===== src/rtl/imem_ctrl_pkg.sv =====
// Shared types and constants for the instruction-memory controller.
package imem_ctrl_pkg;

  localparam int                WORD_W            = 32;
  localparam logic [WORD_W-1:0] DEFAULT_HALT_WORD = 32'h0000_0000;
  localparam logic [WORD_W-1:0] PC_STEP           = 32'd4;

  typedef enum logic [1:0] {
    LOAD = 2'd0,
    RUN  = 2'd1,
    HALT = 2'd2
  } state_e;

endpackage


===== src/rtl/imem_ctrl_if.sv =====
// Loader, memory and fetch signals of the instruction-memory controller.
interface imem_ctrl_if #(
  parameter int AW = 6
);
  import imem_ctrl_pkg::*;

  logic              ld_valid;
  logic              ld_ready;
  logic [WORD_W-1:0] ld_data;
  logic              ld_last;

  logic              mem_we;
  logic [AW-1:0]     mem_addr;
  logic [WORD_W-1:0] mem_wdata;
  logic [WORD_W-1:0] mem_rdata;

  logic              stall;
  logic              redirect;
  logic [WORD_W-1:0] redirect_pc;
  logic [WORD_W-1:0] pc;
  logic [WORD_W-1:0] instr;
  logic              instr_valid;
  logic              halted;
  logic              fault;

  modport master (
    input  ld_valid, ld_data, ld_last, mem_rdata, stall, redirect, redirect_pc,
    output ld_ready, mem_we, mem_addr, mem_wdata, pc, instr, instr_valid, halted, fault
  );

  modport slave (
    output ld_valid, ld_data, ld_last, mem_rdata, stall, redirect, redirect_pc,
    input  ld_ready, mem_we, mem_addr, mem_wdata, pc, instr, instr_valid, halted, fault
  );

endinterface


===== src/rtl/imem_ctrl.sv =====
// Instruction-memory sequencer: loads a program image, then fetches until a
// terminator word or an illegal PC stops it.
module imem_ctrl
  import imem_ctrl_pkg::*;
#(
  parameter int                DEPTH     = 64,
  parameter int                AW        = 6,
  parameter logic [WORD_W-1:0] RESET_PC  = 32'h0000_0000,
  parameter logic [WORD_W-1:0] HALT_WORD = DEFAULT_HALT_WORD,
  parameter bit                LOAD_EN   = 1'b1
) (
  input  logic        clk,
  input  logic        rst_n,
  imem_ctrl_if.master bus
);

  localparam logic [WORD_W-1:0] PC_LIMIT    = WORD_W'(DEPTH * 4);
  localparam logic [AW-1:0]     LAST_ADDR   = AW'(DEPTH - 1);
  localparam state_e            RESET_STATE = LOAD_EN ? LOAD : RUN;

  state_e            state_q, state_d;
  logic [WORD_W-1:0] pc_q, pc_d;
  logic [AW-1:0]     ld_addr_q, ld_addr_d;
  logic              fault_q, fault_d;
  logic              pc_in_range;

  assign pc_in_range = (pc_q < PC_LIMIT);

  // NOTE: registers use non-blocking assignments so every flop samples the
  // pre-edge value of its neighbours; reset is synchronous, sampled on clk.
  always_ff @(posedge clk) begin
    if (!rst_n) begin
      state_q   <= RESET_STATE;
      pc_q      <= RESET_PC;
      ld_addr_q <= '0;
      fault_q   <= 1'b0;
    end else begin
      state_q   <= state_d;
      pc_q      <= pc_d;
      ld_addr_q <= ld_addr_d;
      fault_q   <= fault_d;
    end
  end

  // NOTE: every signal written here gets a default first, so no path through
  // the case statement can leave one unassigned and infer a latch.
  always_comb begin
    state_d         = state_q;
    pc_d            = pc_q;
    ld_addr_d       = ld_addr_q;
    fault_d         = fault_q;
    bus.ld_ready    = 1'b0;
    bus.mem_we      = 1'b0;
    bus.mem_addr    = pc_q[AW+1:2];
    bus.mem_wdata   = bus.ld_data;
    bus.instr       = bus.mem_rdata;
    bus.instr_valid = 1'b0;
    bus.halted      = 1'b0;
    bus.fault       = fault_q;
    bus.pc          = pc_q;

    case (state_q)
      LOAD: begin
        bus.ld_ready = 1'b1;
        bus.mem_addr = ld_addr_q;
        bus.mem_we   = bus.ld_valid;
        if (bus.ld_valid) begin
          // The last slot ends the load even without ld_last; no wrap-around.
          if (bus.ld_last || (ld_addr_q == LAST_ADDR)) begin
            state_d = RUN;
            pc_d    = RESET_PC;
          end else begin
            ld_addr_d = ld_addr_q + AW'(1);
          end
        end
      end

      RUN: begin
        bus.instr_valid = pc_in_range;
        if (!pc_in_range) begin
          state_d = HALT;
          fault_d = 1'b1;
        end else if (bus.redirect) begin
          if (bus.redirect_pc[1:0] != 2'b00) begin
            state_d = HALT;
            fault_d = 1'b1;
          end else begin
            pc_d = bus.redirect_pc;
          end
        end else if (!bus.stall) begin
          // Terminator only counts when the core is neither stalling nor redirecting.
          if (bus.mem_rdata == HALT_WORD) begin
            state_d = HALT;
          end else begin
            pc_d = pc_q + PC_STEP;
          end
        end
      end

      HALT: begin
        bus.halted = 1'b1;
      end

      default: begin
        state_d = RESET_STATE;
      end
    endcase
  end

endmodule

===== src/flat_wrapper.sv =====
// flat-port wrapper written by rule: the top's interface ports become plain ports
module imem_ctrl_flat import imem_ctrl_pkg::*;
#(
  parameter int                DEPTH     = 64,
  parameter int                AW        = 6,
  parameter logic [WORD_W-1:0] RESET_PC  = 32'h0000_0000,
  parameter logic [WORD_W-1:0] HALT_WORD = DEFAULT_HALT_WORD,
  parameter bit                LOAD_EN   = 1'b1
)
  (clk, rst_n, bus_ld_valid, bus_ld_data, bus_ld_last, bus_mem_rdata, bus_stall, bus_redirect, bus_redirect_pc, bus_ld_ready, bus_mem_we, bus_mem_addr, bus_mem_wdata, bus_pc, bus_instr, bus_instr_valid, bus_halted, bus_fault);
  imem_ctrl_if #(.AW(AW)) bus_i ();
  input  logic clk;
  input  logic rst_n;
  input wire logic [$bits(bus_i.ld_valid)-1:0] bus_ld_valid;
  input wire logic [$bits(bus_i.ld_data)-1:0] bus_ld_data;
  input wire logic [$bits(bus_i.ld_last)-1:0] bus_ld_last;
  input wire logic [$bits(bus_i.mem_rdata)-1:0] bus_mem_rdata;
  input wire logic [$bits(bus_i.stall)-1:0] bus_stall;
  input wire logic [$bits(bus_i.redirect)-1:0] bus_redirect;
  input wire logic [$bits(bus_i.redirect_pc)-1:0] bus_redirect_pc;
  output wire logic [$bits(bus_i.ld_ready)-1:0] bus_ld_ready;
  output wire logic [$bits(bus_i.mem_we)-1:0] bus_mem_we;
  output wire logic [$bits(bus_i.mem_addr)-1:0] bus_mem_addr;
  output wire logic [$bits(bus_i.mem_wdata)-1:0] bus_mem_wdata;
  output wire logic [$bits(bus_i.pc)-1:0] bus_pc;
  output wire logic [$bits(bus_i.instr)-1:0] bus_instr;
  output wire logic [$bits(bus_i.instr_valid)-1:0] bus_instr_valid;
  output wire logic [$bits(bus_i.halted)-1:0] bus_halted;
  output wire logic [$bits(bus_i.fault)-1:0] bus_fault;
  assign bus_i.ld_valid = bus_ld_valid;
  assign bus_i.ld_data = bus_ld_data;
  assign bus_i.ld_last = bus_ld_last;
  assign bus_i.mem_rdata = bus_mem_rdata;
  assign bus_i.stall = bus_stall;
  assign bus_i.redirect = bus_redirect;
  assign bus_i.redirect_pc = bus_redirect_pc;
  assign bus_ld_ready = bus_i.ld_ready;
  assign bus_mem_we = bus_i.mem_we;
  assign bus_mem_addr = bus_i.mem_addr;
  assign bus_mem_wdata = bus_i.mem_wdata;
  assign bus_pc = bus_i.pc;
  assign bus_instr = bus_i.instr;
  assign bus_instr_valid = bus_i.instr_valid;
  assign bus_halted = bus_i.halted;
  assign bus_fault = bus_i.fault;
  imem_ctrl #(.DEPTH(DEPTH), .AW(AW), .RESET_PC(RESET_PC), .HALT_WORD(HALT_WORD), .LOAD_EN(LOAD_EN)) u_core (.clk(clk), .rst_n(rst_n), .bus(bus_i));
endmodule

===== config.mk =====
export PLATFORM = sky130hd
export DESIGN_NAME = imem_ctrl_flat
export DESIGN_NICKNAME = d
export VERILOG_FILES = /design/src/rtl/imem_ctrl_pkg.sv /design/src/rtl/imem_ctrl_if.sv /design/src/rtl/imem_ctrl.sv /design/src/flat_wrapper.sv
export SDC_FILE = /design/constraint.sdc
export NUM_CORES = 1
export LEC_CHECK = 0
export CAP_MARGIN = 20
export CORE_ASPECT_RATIO = 1.25
export CORE_MARGIN = 4
export CORE_UTILIZATION = 30
export CTS_CLUSTER_SIZE = 16
export DETAILED_ROUTE_END_ITERATION = 10
export PLACE_DENSITY = 0.72
export SLEW_MARGIN = 20
export SYNTH_ARGS = -nofsm -noshare
export SYNTH_HDL_FRONTEND = slang
export SYNTH_SLANG_ARGS = --single-unit

===== constraint.sdc =====
create_clock -name clk -period 3.7 [get_ports clk]
set_input_delay 0.74 -clock clk [delete_from_list [all_inputs] [get_ports clk]]
set_output_delay 0.74 -clock clk [all_outputs]
set_load 0.01 [all_outputs]

==> summary.md <==
| Metric | Value |
|---|---|
| Tot Pwr | 0.00134 W |
| CP startpoint kind | primary input |
| First-pass GRT wire length | 14200 um |
| Fin util | 44.7% |
| Final Slew Violations | 0 |
| #FFs+latches synth | 41 |
| Initial antenna violation count | 0 |
| # clock sinks | 41 |
| Delay of the slowest cell on the worst path | 530 ps |
| Wire per inst | 17.2 um |
| Post-DP HPWL | 7380 um |
| Synth Area in Adders | 0.871% |
| GRT Max-Usage Layer | met2 |
| CP max stage cell | clkdlybuf4s50_1 |
| Initial DRT Pass Iterations | 4 |
| CP arrival | 2380 ps |
| WP data required | 2960 ps |
| TritonCTS Buffers | 5 |
| Number of global-route vias before repair | 2726 |
| Sequential element share of the synthesized area | 28.6% |
| Post-Syn Area per Cell | 8.42 um2 |
| Primary FF master, synth | dfxtp_1 |
| Synth area leader | dfxtp_1 |
| CTS clk-pin slew, worst paths | 60 ps |
| Row cnt | 39 |
| M2 GR Usage | 28.4% |
| CP Class | in -> out |
| Detailed Route WL | 9310 um |
| Worst skew pair latency | 290 ps |
| Post-CTS Resized | 0 |
| RSZ-0062 raised after global routing | false |
| Cell Chain, Critical Path | clkdlybuf4s50_1 -> or3b_2 -> inv_1 -> clkdlybuf4s50_1 |
| Root Driver | clkbuf_16 |
| Mapped Nets | 445 |
| Slew HR | 32.7% |
| Status | complete, no violations |
| Clock skew | 3.93 ps |
| Slew @ Worst Pin | 1000 ps |
| Worst path bufs/invs | 3 |
| Peak supply drop | 202 uV |
| CTS H-tree depth | 2 |
| Fin. Hold Viols | 0 |
| Layout cells sized above 1 | 6.70% |
| Crit end category | output port |
| Largest family of logic cells by synthesized area | simple AND/OR/NAND/NOR gates |
| YS warnings | 0 |
| Die height | 117 um |
| I/O Pins | 209 |
| Pwr Density | 326 nW/um2 |
| Via density | 5.12 |
| Post-synthesis mux area share | 7.62% |
| Async set-or-reset flop fraction in the synthesized netlist | 0% |
| Most numerous cell in the Yosys netlist | buf_4 |
| Routed Antenna Nets | 0 |
| Synth Area in Simple Gates | 24.6% |
| Max-cap violations | 0 |
| CTS tree | built |
| Final #Nets | 521 |
| Tmin final | 3120 ps |
| Routability cong. | 0.854 |
| Post-synth top area share | 28.6% |
| Post-Synthesis Cells | 341 |
| Cell Area, Placed | 3940 um2 |
| Hold buffer count at cts | 0 |
| Die area | 11200 um2 |
| Worst hold path class | reg -> reg |
| Mapped Area | 2870 um2 |
| # port buffers | 144 |
| Unique masters post-synth | 51 |
| Synth Area in Compound Gates | 16.3% |
| Max Buffers Root-to-Sink | 2 |
| Starting Density | 31.1% |
| Period utilization | 84.3% |
| Post-CTS setup buffer count | 0 |
| Largest delay share family, worst path | buffers and inverters |
| Largest net degree at the start of global routing | 33 |
| Antenna cells | 0 |
| Most used cell, CP | clkdlybuf4s50_1 |
| Area contributors post-synth | dfxtp_1, buf_4, nand2_1 |
| Setup TNS | 0 ps |
| EDFF count, synth | 0 |
| Syn-to-layout area delta | 43.6% |
| Met3 GRT Util | 3.33% |
| Chip Width | 95.5 um |
| LEAKAGE | 1.48 nW |
| Cell area after layout | 4130 um2 |
| Top cells by count, synth | buf_4, dfxtp_1, nand2_1 |
| Post-synthesis xor/xnor area fraction | 2.13% |
| Peak Freq | 0.320 GHz |
| Finish-stage setup viols | 0 |
| Residual DRC count | 0 |
| Iter 0 DRT Violations | 166 |
| Met1 Resource Use GR | 17.8% |
| Via count | 2769 |
| Global route overflow | 0 |
| Gr usage total | 16.1% |
| CP max FO | 3 |
| Core area | 9220 um2 |
-- report_power, final --
group	total, W	switching (W)	internal [W]
sequential	0.000469	0.0000163	0.000452
combinational	0.000313	0.000139	0.000173
clock	0.000562	0.000177	0.000385
-- cell families after synthesis --
family,Yosys count
simple gates,131
buf+inv,82
compound gates,57
flops,41
mux,21
xor+xnor,7
fa+ha+maj,2
-- per-stage QoR --
stage	cells	hold WS, ps	setup slack [ps]
after global placement	533	466	457
final	541	484	580
after detailed placement	533	466	463
after floorplan	341	491	1500
after CTS	541	485	566
after global routing	541	500	514
-- final timing paths --
| check | slack, ps | start | cells after the start | to |
|---|---|---|---|---|
| max | 580 | bus_ld_valid | 4 | bus_mem_we |
| min | 480 | u_core.bus.pc[1] | 1 | u_core.bus.pc[1] |
| max reg2reg | 740 | u_core.bus.pc[19] | 6 | u_core.bus.pc[11] |
| min reg2reg | 480 | u_core.bus.pc[1] | 1 | u_core.bus.pc[1] |
-- flip-flops by register name, summed over array words and instances, names as in the netlist --
register / count
u_core.state_q: 2
u_core.bus.pc: 32
u_core.ld_addr_q: 6
u_core.bus.fault: 1
-- final cells by class --
cell class	count	area [um2]
Fill cell	880	5100
Tap cell	123	154
Inverter	3	11.3
Sequential cell	41	821
Clock buffer	5	125
Multi-Input combinational cell	218	1480
Timing Repair Buffer	148	1470
Clock inverter	3	65.1
-- routing by layer --
metal,vias to the layer above,part of all wire (%)
met2,130,51
met3,29,8.9
met4,0,3.9
met1,1272,36
li1,1338,-
met5,-,0
-- placed cells by master (no fill, tap or decap), types with 4 or more instances in the layout --
| cell | n |
|---|---|
| buf_4 | 4 |
| clkbuf_16 | 5 |
| o21ai_0 | 5 |
| mux2_2 | 7 |
| and2_1 | 9 |
| o21a_1 | 4 |
| a32o_1 | 7 |
| a21oi_1 | 7 |
| nand4_1 | 8 |
| o221a_1 | 5 |
| clkdlybuf4s50_1 | 144 |
| nand2_1 | 41 |
| mux2i_1 | 14 |
| xnor2_1 | 4 |
| nor4_1 | 18 |
| and3_1 | 6 |
| o31ai_1 | 6 |
| nor2b_1 | 11 |
| nand3_1 | 14 |
| nor2_1 | 8 |
| dfxtp_1 | 41 |
No activity file was read; power rests on OpenSTA's default activity.
